===== src/rtl/button_sync.sv =====
// ============================================================================
//  Module   : button_sync
//  Brief    : Two independent pushbutton channels (Run, Continue), each with
//             a 2-flop synchronizer, debounce counter and press pulse.
//  Revision : 1.0  initial release
// ============================================================================
`default_nettype none

module button_sync #(
    parameter int DB_CYCLES = 1,
    parameter int CNT_W     = 20
) (
    input  logic Clk,
    input  logic Reset,
    input  logic Run,
    input  logic Continue,
    output logic Run_pulse,
    output logic Continue_pulse,
    output logic Run_held,
    output logic Continue_held
);

    // One bit wider than the counter so cnt+1 can reach DB_CYCLES without wrap.
    localparam logic [CNT_W:0] c_DB_LIM = (CNT_W + 1)'(DB_CYCLES);

    logic [1:0] w_raw;
    logic [1:0] w_pulse;
    logic [1:0] w_held;

    assign w_raw = {Continue, Run};

    generate
        for (genvar i = 0; i < 2; i++) begin : g_ch
            logic             s1_q;
            logic             s2_q;
            logic             db_q;
            logic             db_d;
            logic             pulse_q;
            logic             held_q;
            logic [CNT_W-1:0] cnt_q;
            logic [CNT_W-1:0] cnt_d;

            always_comb begin
                db_d  = db_q;
                cnt_d = cnt_q;
                if (s2_q == db_q) begin
                    cnt_d = '0;
                end else if (({1'b0, cnt_q} + 1'b1) == c_DB_LIM) begin
                    db_d  = s2_q;
                    cnt_d = '0;
                end else begin
                    cnt_d = cnt_q + 1'b1;
                end
            end

            always_ff @(posedge Clk) begin
                if (Reset) begin
                    s1_q    <= 1'b1;
                    s2_q    <= 1'b1;
                    db_q    <= 1'b1;
                    cnt_q   <= '0;
                    pulse_q <= 1'b0;
                    held_q  <= 1'b0;
                end else begin
                    s1_q    <= w_raw[i];
                    s2_q    <= s1_q;
                    db_q    <= db_d;
                    cnt_q   <= cnt_d;
                    // Press only: debounced level falling from released to pressed.
                    pulse_q <= db_q & ~db_d;
                    held_q  <= ~db_d;
                end
            end

            assign w_pulse[i] = pulse_q;
            assign w_held[i]  = held_q;
        end
    endgenerate

    assign Run_pulse      = w_pulse[0];
    assign Continue_pulse = w_pulse[1];
    assign Run_held       = w_held[0];
    assign Continue_held  = w_held[1];

endmodule

`default_nettype wire


===== config.mk =====
export PLATFORM = sky130hd
export DESIGN_NAME = button_sync
export DESIGN_NICKNAME = d
export VERILOG_FILES = /design/src/rtl/button_sync.sv
export SDC_FILE = /design/constraint.sdc
export NUM_CORES = 1
export LEC_CHECK = 0
export CORE_AREA = 2 2 78 80
export CTS_CLUSTER_SIZE = 12
export DETAILED_ROUTE_END_ITERATION = 16
export DIE_AREA = 0 0 80 82
export GPL_TIMING_DRIVEN = 0
export PLACE_DENSITY = 0.64
export RECOVER_POWER = 100
export SLEW_MARGIN = 20
export SYNTH_ARGS = -nofsm -noshare
export SYNTH_HDL_FRONTEND = slang
export SYNTH_SLANG_ARGS = --single-unit
export TNS_END_PERCENT = 50

===== constraint.sdc =====
create_clock -name Clk -period 3.1 [get_ports Clk]
set_input_delay 0.31 -clock Clk [delete_from_list [all_inputs] [get_ports Clk]]
set_output_delay 0.31 -clock Clk [all_outputs]
set_load 0.005 [all_outputs]

Word-level counts from Yosys, hierarchy flattened
Cells that the tools add are included.
Cells by class
  add/sub/neg operators: 4
  $mul: 0
  div/mod/pow operators: 0
  order comparisons: 0
  eq/ne operators: 4
  shifts and indexed selects: 0
  muxes and demuxes: 4
  bitwise operators: 4
  reduce and logical (&&, ||, !) cells: 2
Operators with widths (number)
  20-bit by 1-bit adder with 21-bit output, second input constant: 2
  21-bit by 1-bit == test with 1-bit output, second input constant: 2
  20-bit by 1-bit adder with 20-bit output, second input constant: 2
  3-bit OR reduction: 2
  1-bit two-way mux: 4
  1-bit bitwise AND: 2
  1-bit == test: 2
  1-bit NOT: 2
Word-level totals
  bits in registers: 50
  latch bits: 0
  bits in writable memories: 0
  bits in read-only memories: 0
  bits of input ports: 4
  output and inout port bits: 4
  logic and storage cells: 30
  memories kept: 0

Longest topological paths before layout
  depth in word-level cells: 6
  gate-level depth with buffers: 9
  depth with buffers taken out: 7

Worst setup path before layout
No wires, ideal clock.
  path kind: register to register
  from: register g_ch[1].cnt_q[0]
  to: register g_ch[1].held_q, in the netlist Continue_held
  setup time: 123 ps
  arrival: 2888 ps
  required time: 2977 ps
  setup slack: 88 ps
  cell stages (with the launch flop): 9
  buffers on the path: 1
  period minus slack after synthesis: 3012 ps
  cells stage by stage: dfxtp_1 -> ha_1 -> nand3_1 -> or4b_1 -> buf_2 -> or4_1 -> a221o_1 -> nor4_4 -> mux2_1
Between the ends
  longest elaborated chain between the ends: 5
Ends and longest elaborated chain
  from (decl): RTL line 40  | logic [CNT_W-1:0] cnt_q;
  from (signal assigned): RTL line 68  | cnt_q <= cnt_d;
  20-bit by 1-bit adder with 21-bit output: RTL line 48  | end else if (({1'b0, cnt_q} + 1'b1) == c_DB_LIM) begin
  21-bit by 1-bit == test with 1-bit output: RTL line 48
  1-bit two-way mux: RTL line 48
  1-bit two-way mux: RTL line 46  | if (s2_q == db_q) begin
  1-bit NOT: RTL line 71  | held_q <= ~db_d;
  to (signal assigned): RTL line 71
  to (decl): RTL line 39  | logic held_q;
No other way between the ends.
A chain may end at the register's enable or synchronous reset.

Worst setup path after layout
Same ends and word-level chain as after synthesis.

==> results by group <==
Status
  – Status: complete, no violations

Drt
  – WL/cell: 12.26 um
  – Routed vias/inst: 5.270
  – Final antenna-violating net count: 0
  – DR vias: 2050
  – DRC: 0
  – Drt total wl: 4.770 mm
  – Drt initial violations: 112
  – First-pass detailed-route iteration total: 4

STA
  – Clock Skew: 0.006321 ns
  – Final min period: 2.980 ns
  – Final hold vios: 0
  – Worst Max-Slew Pin Slew: 0.5810 ns
  – Peak Freq: 335.5 MHz
  – Max Transition Viols Final: 0
  – Fin crit share: 96.14%
  – Slew HR: 61.05%
  – Final setup fails: 0
  – RSZ-0062 raised after global routing: false

Synth
  – Syn_area_per_cell: 8.522 um2
  – Post-synthesis sequential area ratio: 39.55%
  – Cell variety after synth: 46
  – Mapped Area: 0.002531 mm2
  – Number of flops mapped to enable cells by yosys: 0
  – #FFs+latches synth: 50
  – Net count after synthesis: 305
  – Synth area leader: dfxtp_1
  – Most frequent cell after synthesis: dfxtp_1
  – Synth top area share: 39.55%
  – Synth warn: 0
  – Top cells by area, synth: dfxtp_1, xnor2_1, xor2_1, nor2_1, nand3_1
  – Mapped Cells: 297
  – Synth async-reset ratio: 0%
  – Most used DFF post-synth: dfxtp_1
  – Top cells by count, synth: dfxtp_1, nor2_1, xnor2_1, xor2_1

Floorplan
  – Core area: 0.005746 mm2
  – Die Span Y: 82 um
  – Initial Util: 44.05%
  – Cell Rows: 28
  – Horiz. Die Dim: 80 um
  – Die Footprint: 0.006560 mm2
  – IO Count: 8

Setup path
  – CP Max Fanout: 7
  – CP Data Arrival Time: 3.16 ns
  – Crit Path Class: reg2reg
  – Startpoint Class: flip-flop
  – Crit end category: flip-flop
  – WP data required: 3.28 ns

Cells and area
  – Final instance area: 0.002873 mm2
  – Nets: 321
  – Layout area overhead: 13.49%
  – Ant diodes: 0
  – Layout cell share with drive strength beyond 1: 11.46%
  – Post-layout util: 50.00%

Power
  – Sw Ratio: 20.86%
  – Switch Pwr: 0.0002192 W
  – Part of the power in registers: 61.4%
  – Peak supply drop: 0.1775 mV
  – Combinational share of power: 1.6%
  – Leakage power of the design: 0.9553 nW
  – Pwr Total: 0.001051 W
  – Clk pwr share: 37.0%
  – PwrDens: 365.9 mW/mm2
  – Int Pwr: 0.0008319 W

Clock tree
  – Clock Tree Buf Depth: 2
  – Clock latency on the worst-skew pair: 0.30 ns
  – Root buffer cell: clkbuf_8
  – CTS tree: done
  – H-Tree Level Count: 2
  – Clock-pin slew on the worst setup and hold paths: 0.09 ns
  – Post-cts hold buffer count: 0
  – Num CTS Buffers: 5
  – Clock net sink count: 50

Global routing
  – All-Layer GR Usage: 15.25%
  – Number of global-route vias before repair: 1622
  – Initial antenna violation count: 0
  – First-pass GRT wire length: 7.803 mm
  – Grt ovf: 0
  – Largest net degree at the start of global routing: 15

Placement
  – Gp weighted congestion: 0.8028
  – IO Port Bufs: 6
  – Cell area after placement: 0.002685 mm2
  – HPWL after DPL: 3.369 mm

Worst hold path
  – Worst hold-check path type: reg2reg

Job
  – Max_cap viols: 0
## cells by family after synthesis
family	count (synthesis)	share of synthesized area [%]
buffers and inverters	25	4.152
XOR/XNOR	40	13.84
AND/OR/NAND/NOR	140	29.61
adder cells (fa/ha/maj)	4	1.977
AO/OA/AOI/OAI	35	9.640
flip-flops	50	39.55
multiplexers	3	1.236
## power groups by stage
| stage | Sequential [W] | Clock, W | Combinational [W] |
|---|---|---|---|
| final | 0.000645 | 0.000389 | 0.0000172 |
| after global routing | 0.000646 | 0.000422 | 0.0000196 |
| after CTS | 0.000646 | 0.000403 | 0.0000187 |
| after detailed placement | 0.000663 | 0 | 0.0000187 |
| after global placement | 0.000663 | 0 | 0.0000184 |
| after floorplan | 0.000663 | 0 | 0.0000101 |
## state kept, by name (all words and copies together) (netlist names)
register and flops:
Continue_held 1, Run_held 1, g_ch.cnt_q 40, Continue_pulse 1, g_ch.s2_q 2, g_ch.db_q 2, g_ch.s1_q 2, Run_pulse 1
## cells in the final DEF, fill, tap and decap left out, types with 5 or more instances in the layout
| master | netlist | routed |
|---|---|---|
| a21oi_1 | 8 | 8 |
| and3_1 | 13 | 13 |
| and4_1 | 5 | 5 |
| buf_4 | 2 | 8 |
| clkbuf_1 | 12 | 11 |
| clkbuf_8 | 0 | 6 |
| dfxtp_1 | 50 | 43 |
| dlygate4sd3_1 | 0 | 6 |
| inv_1 | 8 | 8 |
| nand2_1 | 12 | 12 |
| nand3_1 | 19 | 17 |
| nand4_1 | 12 | 12 |
| nor2_1 | 36 | 36 |
| nor3_1 | 19 | 18 |
| nor4_1 | 6 | 6 |
| o21ai_0 | 7 | 7 |
| xnor2_1 | 20 | 20 |
| xor2_1 | 20 | 20 |
## repair_timing
action / CTS / global route
gates resized for setup: 7 / 16
pin swaps: 2 / 2
setup buffers: 4 / 1
cloned: 0 / 0
setup endpoints to repair: 15 / 14
## final timing paths
| path | endpoint | depth (start not counted) | startpoint | slack, ns |
|---|---|---|---|---|
| setup / recovery | Continue_held$_SDFF_PP0_ | 9 | g_ch[1].cnt_q[0]$_SDFF_PP0_ | 0.12 |
| setup reg to reg | Continue_held$_SDFF_PP0_ | 9 | g_ch[1].cnt_q[0]$_SDFF_PP0_ | 0.12 |
| hold / removal | g_ch[1].s2_q$_SDFF_PP1_ | 1 | g_ch[1].s1_q$_SDFF_PP1_ | 0.42 |
| hold reg to reg | g_ch[1].s2_q$_SDFF_PP1_ | 1 | g_ch[1].s1_q$_SDFF_PP1_ | 0.42 |
## per-layer routing
layer	track usage (%)	up-vias	part of all wire (%)
li1	-	1084	-
met1	23.20	942	54
met2	21.50	20	42
met3	2.967	4	3.4
met4	4.576	0	0.80
met5	0	-	0
## metrics by stage
step,std cells,TNS (ns),hold slack [ns],setup slack (ns)
after CTS,390,0,0.4167,0.002619
after global placement,378,-2.020,0.3905,-0.2254
after floorplan,297,0,0.3895,0.08827
final,389,0,0.4164,0.1196
after detailed placement,378,-2.399,0.3961,-0.2409
after global routing,389,0,0.4216,0.005002
## critical path, stage by stage (launching register included)
cell     delay [ns]
dfxtp_4        0.38
ha_4           0.17
nand3_4        0.10
or4b_1         0.48
buf_4          0.17
or4_1          0.47
a221o_1        0.37
nor4_4         0.21
buf_4          0.17
mux2_1         0.34
## final cells by class
| class | count | area (um2) |
|---|---|---|
| inverters | 8 | 30.03 |
| multi-input cells | 222 | 1468 |
| repair buffers | 11 | 97.59 |
| clock inverters | 1 | 5.005 |
| well taps | 75 | 93.84 |
| clock buffers | 7 | 86.33 |
| flip-flops and latches | 50 | 1017 |
| plain buffers | 15 | 75.07 |
| fillers | 576 | 2873 |
No activity file was read; power rests on OpenSTA's default activity.
